--- config.mk ---
export PLATFORM = sky130hd
export DESIGN_NAME = axi_lite_master
export DESIGN_NICKNAME = d
export VERILOG_FILES = /design/src/rtl/axi_lite_pkg.sv /design/src/rtl/axi_lite_id_pool.sv /design/src/rtl/axi_lite_master.sv
export SDC_FILE = /design/constraint.sdc
export NUM_CORES = 1
export LEC_CHECK = 0
export BUFFER_PORTS_ARGS = -buffer_cell sky130_fd_sc_hd__buf_2
export CAP_MARGIN = 5
export CORE_MARGIN = 2
export CORE_UTILIZATION = 40
export DETAILED_ROUTE_END_ITERATION = 10
export GPL_TIMING_DRIVEN = 0
export PLACE_DENSITY_LB_ADDON = 0.3
export SYNTH_ARGS = -nofsm -noshare
export SYNTH_HDL_FRONTEND = slang
export SYNTH_SLANG_ARGS = --single-unit
--- constraint.sdc ---
create_clock -name clk -period 3.84 [get_ports clk]
set_input_delay 0.384 -clock clk [delete_from_list [all_inputs] [get_ports clk]]
set_output_delay 0.384 -clock clk [all_outputs]
set_load 0.03 [all_outputs]
--- src/rtl/axi_lite_pkg.sv ---
// Shared defaults for the AXI-Lite command master.
// Widths, read tag count and write credit limit.
package axi_lite_pkg;

  localparam int ADDR_W = 32;
  localparam int DATA_W = 32;
  localparam int ID_W   = 4;
  localparam int N_IDS  = 2 ** ID_W;
  localparam int MAX_WR = 8;

endpackage

--- src/rtl/axi_lite_id_pool.sv ---
// Read tag pool: free bitmap, lowest-free encoder and
// per-tag address table.
module axi_lite_id_pool
  import axi_lite_pkg::*;
#(
  parameter int AW = ADDR_W,
  parameter int IW = ID_W,
  parameter int N  = 2 ** IW
) (
  input  logic          clk,
  input  logic          rst,
  input  logic          alloc_en,
  input  logic [AW-1:0] alloc_addr,
  output logic          avail,
  output logic [IW-1:0] alloc_id,
  input  logic          free_en,
  input  logic [IW-1:0] rid,
  output logic          rid_busy,
  output logic [AW-1:0] rid_addr,
  output logic          any_busy
);

  logic [N-1:0]         busy_q, busy_d;
  logic [N-1:0][AW-1:0] tbl_q, tbl_d;

  // Scan downward so the last hit is the lowest index.
  always_comb begin
    avail    = 1'b0;
    alloc_id = '0;
    for (int i = N - 1; i >= 0; i--) begin
      if (!busy_q[i]) begin
        avail    = 1'b1;
        alloc_id = IW'(i);
      end
    end
  end

  // Allocation sees busy_q, so a tag freed this cycle is not reused yet.
  always_comb begin
    busy_d = busy_q;
    tbl_d  = tbl_q;
    if (free_en)
      busy_d[rid] = 1'b0;
    if (alloc_en) begin
      busy_d[alloc_id] = 1'b1;
      tbl_d[alloc_id]  = alloc_addr;
    end
  end

  always_ff @(posedge clk or negedge rst) begin
    if (!rst) begin
      busy_q <= '0;
      tbl_q  <= '0;
    end else begin
      busy_q <= busy_d;
      tbl_q  <= tbl_d;
    end
  end

  assign rid_busy = busy_q[rid];
  assign rid_addr = tbl_q[rid];
  assign any_busy = |busy_q;

endmodule

--- src/rtl/axi_lite_master.sv ---
// AXI-Lite master: one command at a time onto AR or AW/W,
// out-of-order tagged reads, credit-limited writes.
module axi_lite_master
  import axi_lite_pkg::*;
#(
  parameter int ADDR_WIDTH         = ADDR_W,
  parameter int DATA_WIDTH         = DATA_W,
  parameter int ID_WIDTH           = ID_W,
  parameter int MAX_WR_OUTSTANDING = MAX_WR
) (
  input  logic                  clk,
  input  logic                  rst,
  input  logic                  cmd_valid,
  output logic                  cmd_ready,
  input  logic                  cmd_write,
  input  logic [ADDR_WIDTH-1:0] cmd_addr,
  input  logic [DATA_WIDTH-1:0] cmd_wdata,
  output logic [ADDR_WIDTH-1:0] araddr,
  output logic [ID_WIDTH-1:0]   arid,
  output logic                  arvalid,
  input  logic                  arready,
  output logic [ADDR_WIDTH-1:0] awaddr,
  output logic                  awvalid,
  input  logic                  awready,
  output logic [DATA_WIDTH-1:0] wdata,
  output logic                  wvalid,
  input  logic                  wready,
  input  logic [DATA_WIDTH-1:0] rdata,
  input  logic [ID_WIDTH-1:0]   rid,
  input  logic                  rvalid,
  output logic                  rready,
  input  logic                  bvalid,
  output logic                  bready,
  output logic                  rsp_valid,
  output logic [DATA_WIDTH-1:0] rsp_data,
  output logic [ADDR_WIDTH-1:0] rsp_addr,
  output logic [ID_WIDTH-1:0]   rsp_id,
  input  logic                  rsp_ready,
  output logic                  wr_done,
  output logic                  busy,
  output logic                  err
);

  localparam int CW = $clog2(MAX_WR_OUTSTANDING + 1);

  logic                  arvalid_q, arvalid_d;
  logic [ADDR_WIDTH-1:0] araddr_q, araddr_d;
  logic [ID_WIDTH-1:0]   arid_q, arid_d;
  logic                  awvalid_q, awvalid_d;
  logic [ADDR_WIDTH-1:0] awaddr_q, awaddr_d;
  logic                  wvalid_q, wvalid_d;
  logic [DATA_WIDTH-1:0] wdata_q, wdata_d;
  logic                  rsp_valid_q, rsp_valid_d;
  logic [DATA_WIDTH-1:0] rsp_data_q, rsp_data_d;
  logic [ADDR_WIDTH-1:0] rsp_addr_q, rsp_addr_d;
  logic [ID_WIDTH-1:0]   rsp_id_q, rsp_id_d;
  logic [CW-1:0]         wr_cnt_q, wr_cnt_d;
  logic                  wr_done_q, wr_done_d;
  logic                  err_q, err_d;
  logic                  bready_q;

  logic                  idle, wr_room, rd_acc, wr_acc;
  logic                  b_hs, b_ok, r_hs, r_ok;
  logic                  id_avail, rid_busy, any_busy;
  logic [ID_WIDTH-1:0]   alloc_id;
  logic [ADDR_WIDTH-1:0] rid_addr;

  axi_lite_id_pool #(
    .AW (ADDR_WIDTH),
    .IW (ID_WIDTH)
  ) u_pool (
    .clk        (clk),
    .rst        (rst),
    .alloc_en   (rd_acc),
    .alloc_addr (cmd_addr),
    .avail      (id_avail),
    .alloc_id   (alloc_id),
    .free_en    (r_ok),
    .rid        (rid),
    .rid_busy   (rid_busy),
    .rid_addr   (rid_addr),
    .any_busy   (any_busy)
  );

  always_comb begin
    idle      = !arvalid_q && !awvalid_q && !wvalid_q;
    wr_room   = wr_cnt_q < CW'(MAX_WR_OUTSTANDING);
    cmd_ready = idle && (cmd_write ? wr_room : id_avail);
    rd_acc    = cmd_valid && cmd_ready && !cmd_write;
    wr_acc    = cmd_valid && cmd_ready && cmd_write;
    b_hs      = bvalid && bready_q;
    b_ok      = b_hs && (wr_cnt_q != '0);
    rready    = !rsp_valid_q || rsp_ready;
    r_hs      = rvalid && rready;
    r_ok      = r_hs && rid_busy;
  end

  always_comb begin
    arvalid_d   = arvalid_q;
    araddr_d    = araddr_q;
    arid_d      = arid_q;
    awvalid_d   = awvalid_q;
    awaddr_d    = awaddr_q;
    wvalid_d    = wvalid_q;
    wdata_d     = wdata_q;
    rsp_valid_d = rsp_valid_q;
    rsp_data_d  = rsp_data_q;
    rsp_addr_d  = rsp_addr_q;
    rsp_id_d    = rsp_id_q;
    wr_cnt_d    = wr_cnt_q;
    wr_done_d   = b_hs;
    err_d       = err_q;

    if (rd_acc) begin
      arvalid_d = 1'b1;
      araddr_d  = cmd_addr;
      arid_d    = alloc_id;
    end else if (arvalid_q && arready) begin
      arvalid_d = 1'b0;
    end

    if (wr_acc) begin
      awvalid_d = 1'b1;
      awaddr_d  = cmd_addr;
      wvalid_d  = 1'b1;
      wdata_d   = cmd_wdata;
    end else begin
      if (awvalid_q && awready) awvalid_d = 1'b0;
      if (wvalid_q && wready)   wvalid_d  = 1'b0;
    end

    if (wr_acc && !b_ok)
      wr_cnt_d = wr_cnt_q + CW'(1);
    else if (!wr_acc && b_ok)
      wr_cnt_d = wr_cnt_q - CW'(1);

    if (b_hs && !b_ok)
      err_d = 1'b1;

    // Beats for tags we never issued are dropped.
    if (r_ok) begin
      rsp_valid_d = 1'b1;
      rsp_data_d  = rdata;
      rsp_addr_d  = rid_addr;
      rsp_id_d    = rid;
    end else begin
      if (r_hs) err_d = 1'b1;
      if (rsp_ready) rsp_valid_d = 1'b0;
    end
  end

  always_ff @(posedge clk or negedge rst) begin
    if (!rst) begin
      arvalid_q   <= 1'b0;
      araddr_q    <= '0;
      arid_q      <= '0;
      awvalid_q   <= 1'b0;
      awaddr_q    <= '0;
      wvalid_q    <= 1'b0;
      wdata_q     <= '0;
      rsp_valid_q <= 1'b0;
      rsp_data_q  <= '0;
      rsp_addr_q  <= '0;
      rsp_id_q    <= '0;
      wr_cnt_q    <= '0;
      wr_done_q   <= 1'b0;
      err_q       <= 1'b0;
      bready_q    <= 1'b0;
    end else begin
      arvalid_q   <= arvalid_d;
      araddr_q    <= araddr_d;
      arid_q      <= arid_d;
      awvalid_q   <= awvalid_d;
      awaddr_q    <= awaddr_d;
      wvalid_q    <= wvalid_d;
      wdata_q     <= wdata_d;
      rsp_valid_q <= rsp_valid_d;
      rsp_data_q  <= rsp_data_d;
      rsp_addr_q  <= rsp_addr_d;
      rsp_id_q    <= rsp_id_d;
      wr_cnt_q    <= wr_cnt_d;
      wr_done_q   <= wr_done_d;
      err_q       <= err_d;
      bready_q    <= 1'b1;
    end
  end

  assign arvalid   = arvalid_q;
  assign araddr    = araddr_q;
  assign arid      = arid_q;
  assign awvalid   = awvalid_q;
  assign awaddr    = awaddr_q;
  assign wvalid    = wvalid_q;
  assign wdata     = wdata_q;
  assign bready    = bready_q;
  assign rsp_valid = rsp_valid_q;
  assign rsp_data  = rsp_data_q;
  assign rsp_addr  = rsp_addr_q;
  assign rsp_id    = rsp_id_q;
  assign wr_done   = wr_done_q;
  assign err       = err_q;
  assign busy      = (wr_cnt_q != '0) || any_busy || !idle;

endmodule
==> results.md, run 1 <==
* Status: finished, final reports clean
* Final Critical Period at about 3500 ps
* DRT iter0 DRCs at around 1100
* CTS buffer count at around 80
* CTS Buffer Depth at 3
* Setup Crit Path Kind: reg2reg
* Fin Clk Skew at between 20 and 30 ps
* # rows at 102
* Final Util at 0.4837
* Post-Syn Area at 31000 sq um
* Antenna Nets Post-Route at 0
* Pwr/cell area at between 600 and 700 nW/um^2
* Startpoint Class: flip-flop
* Nets at between 2000 and 2500
* CP peak stage delay at roughly 880 ps
* Critical path data required time at approximately 4300 ps
* DRC viols at 0
* H-tree depth at 3
* Yosys reg bits at slightly above 700
* TritonRoute pass-1 iters at 5
* CTS clk-pin slew, worst paths at around 60 ps
* WP data arrival at between 3000 and 4000 ps
* Worst path cell trace: inv_1, o21ai_0, o22ai_1, or3_1, o21ai_1, buf_2, buf_4, mux2_2
* Post-synthesis sequential area ratio at 0.5707
* WL met1 at between 30 and 40 mm
* Compound-cell area share of the yosys netlist at 0.02680
* Vias per cell at roughly 5.3
* GP Congestion at roughly 0.84
* Vias in the first global route at 20359
* Worst-path maximum fanout at 10
* Fillers at 6652
* Max Used Layer: met5
* Die area at 79740 sq um
* Final hold vios at 0
* Worst slew pin tran at about 1100 ps
* CTS tree: built
* Final cycle utilization of the critical path at 0.9046
* PortBufs at between 200 and 300
* Fraction of layout instances using a drive strength above 1 at 0.5435
* Global-route wire length before repair at between 100 and 150 mm
* Starting Density at 0.4022
* Met2 WL at between 40 and 50 mm
* I/O pins at about 290
* DR WL/cell at around 24 microns
* Synth Area in Adders at 0.001857
* Synth Area in XOR/XNOR at 0.001130
* Core area at just under 80000 sq um
* Simple-gate share of the synthesized area at 0.02397
* Final Setup Violations at 0
* Total number of vias at approximately 19000
* Final instance area at about 37000 sq um
* Chip height at between 200 and 300 microns
* Total grt overflow at 0
* Worst min path class: in2reg
* RSZ-0062 raised after global routing: false
* Largest family of logic cells by synthesized area: multiplexers
* Avg Inst Size Synth at between 15 and 20 sq um
* Mux cell area share after synthesis at 0.3484
* Max-slew headroom at 0.2536
* Drt total wl at between 80 and 90 mm
* GRT Total Usage at 0.2106
* Initial antenna violation count at 5
* Max VDD drop at 0.5381 mV
* Largest net degree at the start of global routing at between 100 and 150
* Leakage at 17.70 nW
* Hold_ws at slightly above 30 ps
* CTS sink cnt at roughly 710
* Worst skew pair latency at between 600 and 700 ps
* Most used flip-flop cell after synthesis: dfrtp_1
* Slew Limit Fails at 0
* Slowest cell on crit path: o21ai_1
* Max-Cap Viols at 0
* Post-synthesis cell count at between 1500 and 2000
* Yosys cell types at between 50 and 60
* Chip width at between 200 and 300 microns
* Yosys warnings at 0
* Fmax at between 200 and 300 MHz
* Met3 wire len at 5.268 mm
* Synthesized Nets at just over 2000
* Post-CTS Setup Repair Bufs at 0
* Total power at between 20 and 25 mW
* P&R area growth vs syn at 20.29%
* CTS root buf: clkbuf_16
* Asr flop ratio synth at 1.000
* Crit path capture type: flip-flop
* DP Area at around 34000 sq um
* Post-synth EDFFs at 0
* DP Wirelength at approximately 54 mm
cell usage in the layout, fill, tap and decap left out, types with 6 or more instances in the layout:
cell type | netlist | routed
o21ai_0 | 26 | 26
dlygate4sd3_1 | 0 | 65
buf_4 | 15 | 15
clkbuf_16 | 0 | 85
a21oi_1 | 6 | 6
buf_6 | 12 | 12
nand2_1 | 53 | 53
dfrtp_1 | 707 | 707
buf_2 | 54 | 337
clkinv_2 | 0 | 15
buf_1 | 6 | 6
mux4_2 | 130 | 130
clkbuf_1 | 69 | 86
buf_16 | 0 | 6
clkbuf_8 | 0 | 18
a22oi_1 | 64 | 64
nand2b_1 | 14 | 14
and3_1 | 6 | 6
mux2_4 | 58 | 58
and2_1 | 6 | 6
nor2_1 | 7 | 7
inv_1 | 10 | 10
mux2_2 | 616 | 616
worst max-delay path: cells and delay by family, from the launching register on:
family                 cells  cell delay (ps)
multiplexers               1              350
buffers and inverters      3              970
AND/OR/NAND/NOR            1              370
AO/OA/AOI/OAI              3             1140
flip-flops                 1              510
worst paths after layout:
check | slack [ps] | end | cells past startpoint | start
worst max-delay path | 370 | rsp_data[23] | 8 | u_pool.busy_q[5]
worst max register to register | 370 | rsp_data[23] | 8 | u_pool.busy_q[5]
max in group asynchronous | 2090 | rsp_addr[4] | 4 | rst
worst min register to register | 480 | rsp_id[2] | 2 | rsp_id[2]
min in group asynchronous | 230 | rsp_data[1] | 2 | rst
worst min-delay path | 30 | awvalid | 3 | awready
cells in the mapped netlist, types with 2 or more instances:
cell	instances	area, sq um
xnor2_1	3	26.28
a21boi_0	2	15.01
a22oi_1	64	480.5
buf_6	12	135.1
nor2_1	7	26.28
nor4_1	5	31.28
nor3_1	3	15.01
and3_1	6	37.54
buf_2	54	270.3
and2_1	6	37.54
clkbuf_1	69	259.0
mux4_2	130	2928
nor4_4	2	42.54
o22ai_1	2	12.51
nand3_1	5	25.02
mux2_1	4	45.04
a21o_1	5	37.54
mux2_4	58	870.8
mux2_2	616	6937
dfrtp_1	707	17690
o21ai_0	26	130.1
or3_1	3	18.77
a21oi_1	6	30.03
nand3b_4	3	60.06
inv_1	10	37.54
nand2b_1	14	87.58
buf_1	6	22.52
and4_1	2	17.52
buf_4	15	112.6
nand4_1	3	18.77
ha_1	3	37.54
nor2b_1	5	31.28
nand2_1	53	198.9
mux2i_1	2	20.02
state kept, by name (all words and copies together), names as in the netlist:
signal         flops
araddr            32
arid               4
arvalid            1
awaddr            32
awvalid            1
bready             1
err                1
rsp_addr          32
rsp_data          32
rsp_id             4
rsp_valid          1
u_pool.busy_q     16
u_pool.tbl_q     512
wdata             32
wr_cnt_q           4
wr_done            1
wvalid             1
timing repair:
item,4_1_cts,5_1_grt
gates resized for setup,0,0
hold buffers,65,0
setup endpoints to repair,0,0
endpoints found under the hold margin,101,0
logic make-up after synthesis:
group | after synthesis
multiplexers | 810
XOR/XNOR | 4
buffers and inverters | 166
adder cells (fa/ha/maj) | 4
AND/OR/NAND/NOR | 127
other | 1
AO/OA/AOI/OAI | 115
flip-flops | 707
area by class of cell:
class                           count  area (sq um)  share of cell area
Clock buffer                      120          2439             0.06540
Antenna cell                        2         5.005           0.0001342
Inverter                           10         37.54            0.001007
Tap cell                         1040          1301             0.03490
Buffer                            156         799.5             0.02144
Timing Repair Buffer              356          2262             0.06067
Sequential cell                   707         17690              0.4745
Clock inverter                     28         281.5            0.007550
Multi-Input combinational cell   1061         12470              0.3344
where the power goes:
part           internal (mW)  total [mW]  switching [mW]  leakage, nW
Combinational           2.85        6.56            3.72         7.02
Clock                   4.62        7.78            3.16         1.35
Sequential              9.27        10.2           0.958         9.34
Total                   16.7        24.6            7.84         17.7
per-layer routing:
metal	track usage	up-vias
met5	0	-
met4	0.07204	4
met3	0.05195	133
met2	0.3470	517
met1	0.2719	9897
li1	-	8028
stage by stage:
| step | cells | TNS [ps] | setup WS, ps |
|---|---|---|---|
| 3_3_place_gp | 3258 | -8306080 | -11900 |
| 2_1_floorplan | 1934 | 0 | 911.8 |
| 6_report | 3480 | 0 | 366.5 |
| 4_1_cts | 3477 | 0 | 245.5 |
| 5_1_grt | 3480 | 0 | 92.52 |
| 3_5_place_dp | 3264 | -259.7 | -26.84 |
Power figures use the tool's default switching activity.
==> inputs of run 2 (changes only) <==
- PLACE_DENSITY: not set -> 0.68
- PLACE_DENSITY_LB_ADDON: 0.3 -> not set
==> run 2 against run 1 <==
Net effect: die area unchanged; hold slack about the same; clock power shrank 2%; first-iteration DRC count increased by 23%; register-to-register slack better by 30 ps; sequential share of layout area up 0.14 points.
==> results.md, run 2 (synthesis gave the netlist of run 1 again) <==
* Max-slew headroom at 0.07105
* Largest register FFs at ~510
* Chip height at roughly 280 microns
* Final instance area at between 30000 and 40000 sq um
* Final cycle utilization of the critical path at 0.8960
* Commonest non-fill, non-tap cell in the layout: dfrtp_1
* Top cell family by delay on the critical path: buffers and inverters
* Nets at approximately 2500
* Core area at 77080 sq um
* Pwr/cell area at between 600 and 700 nW/um^2
* Worst path cell trace: nor3_2, a21boi_0, and3_1, clkbuf_1, buf_1, ha_1, inv_1, ha_1, a21o_1, a21oi_1, xnor2_1, nor2_1, xor2_1
* DP Area at around 34000 sq um
* Setup Crit Path Kind: reg2reg
* Max VDD drop at around 0.65 mV
* Final Critical Period at approximately 3400 ps
* Most Crowded Layer GR: met2
* DRT iter0 DRCs at around 1400
* Crit path capture type: flip-flop
* CTS tree: built
* Status: finished, final reports clean
* Reg2Reg Launch Point: wvalid
* Final Setup Violations at 0
* PortBufs at ~280
* CP bufs+invs at 3
* Total number of vias at ~19000
* Total grt overflow at 0
* Drt total wl at a little over 80 mm
* Met1 Resource Use GR at 0.2698
* Die area at roughly 80000 sq um
* Sequential Area at 17690 sq um
* Vias per cell at between 5 and 6
* Total power at between 20 and 25 mW
* Fillers at approximately 6600
* H-tree depth at 3
* DP Wirelength at approximately 54 mm
* CTS clk-pin slew, worst paths at around 60 ps
* DR WL/cell at about 24 microns
* Max-Cap Viols at 0
* Startpoint Class: flip-flop
* Setup TNS at 0 ps
* CP dominant cell by count: ha_1
* CP peak stage delay at ~530 ps
* Crit path from: wvalid
* WP data arrival at about 4000 ps
* Final worst setup slack at about 400 ps
* GRT Total Usage at 0.2090
* Worst R2R Setup Slack at 400 ps
* WP depth at 13
* Initial antenna violation count at 5
* Vias in the first global route at roughly 21000
* Slew Limit Fails at 0
* Slowest cell on crit path: buf_1
* Placed insts at about 3300
* Antenna Nets Post-Route at 0
* Fin cells at around 3500
* Most frequent cells in the layout: dfrtp_1, mux2_2, buf_2
* Hold_ws at 30.29 ps
* Fmax at a little under 300 MHz
* Largest Register: u_pool.tbl_q
* Fin Clk Skew at between 20 and 25 ps
* Final hold vios at 0
* Worst-path maximum fanout at 10
* # rows at between 100 and 150
* Fraction of layout instances using a drive strength above 1 at 0.5439
* Reg-to-reg endpoint: wr_cnt_q[3]
* TritonRoute pass-1 iters at 5
* Critical path data required time at ~4300 ps
* Pre-CTS WS at -87.91 ps
* Largest net degree at the start of global routing at between 100 and 150
* Worst slew pin tran at 1393 ps
* Worst skew pair latency at between 600 and 700 ps
* CTS root buf: clkbuf_16
* Final Util at 0.4823
* Leakage at 17.64 nW
* GP Congestion at between 0.8 and 0.9
* Worst-case reg-to-reg path depth at 13
* Starting Density at 0.4022
* P&R area growth vs syn at 19.93%
* Worst min path class: in2reg
* Chip width at 282.4 microns
* Met2 Use GR at 0.3448
* Multi-input logic area at around 12000 sq um
* Post-CTS Setup Repair Bufs at 0
* CTS Buffer Depth at 3
* CTS sink cnt at just over 700
* Met3 GRT Util at 0.04931
* End of the critical path: wr_cnt_q[3]
* I/O pins at about 290
* CTS buffer count at ~80
* Global-route wire length before repair at around 130 mm
* DRC viols at 0
* RSZ-0062 raised after global routing: false
run 2: cell count changes in the layout (fill, tap and decap cells not counted), sizes merged, moves of 2 or more:
cell | before | now
bufinv | 3 | 7
clkbuf | 189 | 174
clkinv | 23 | 21
clkinvlp | 1 | 3
run 2: power breakdown:
part | switching (mW) | internal (mW) | total, mW | leakage (nW)
clock | 3.09 | 4.57 | 7.66 | 1.30
sequential | 0.952 | 9.27 | 10.2 | 9.34
combinational | 3.73 | 2.84 | 6.57 | 7.01
total | 7.77 | 16.7 | 24.4 | 17.6
run 2: layer usage:
| metal | vias to the layer above | wire length [microns] |
|---|---|---|
| met4 | 8 | 2824 |
| met1 | 10181 | 34430 |
| li1 | 8011 | - |
| met3 | 165 | 4996 |
| met2 | 606 | 40010 |
| met5 | - | 49 |
run 2: repair_timing:
| action | CTS | global route |
|---|---|---|
| hold buffers | 64 | 1 |
| endpoints found under the setup margin | 0 | 19 |
| gates resized for setup | 0 | 1 |
| hold endpoints to repair | 107 | 1 |
run 2: worst min-delay path by stage:
stage                      startpoint           endpoint  depth (start not counted)
floorplan                         rst          araddr[0]                          0
global placement    u_pool.tbl_q[330]  u_pool.tbl_q[330]                          1
detailed placement                rst          awaddr[4]                          1
CTS                            wready             wvalid                          3
global route                   wready             wvalid                          3
finish                         wready             wvalid                          3
run 2: cell type report:
type                            instances  share of cell area
Antenna cell                            1          0.00006731
Timing Repair Buffer                  355             0.06045
Clock buffer                          105             0.06018
Sequential cell                       707              0.4759
Buffer                                156             0.02151
Clock inverter                         33             0.01037
Multi-Input combinational cell       1061              0.3355
Tap cell                             1040             0.03500
Inverter                               10            0.001010
run 2: worst min-delay path, stage by stage:
cell    delay (ps)
buf_2          100
inv_1           40
a21o_1         100
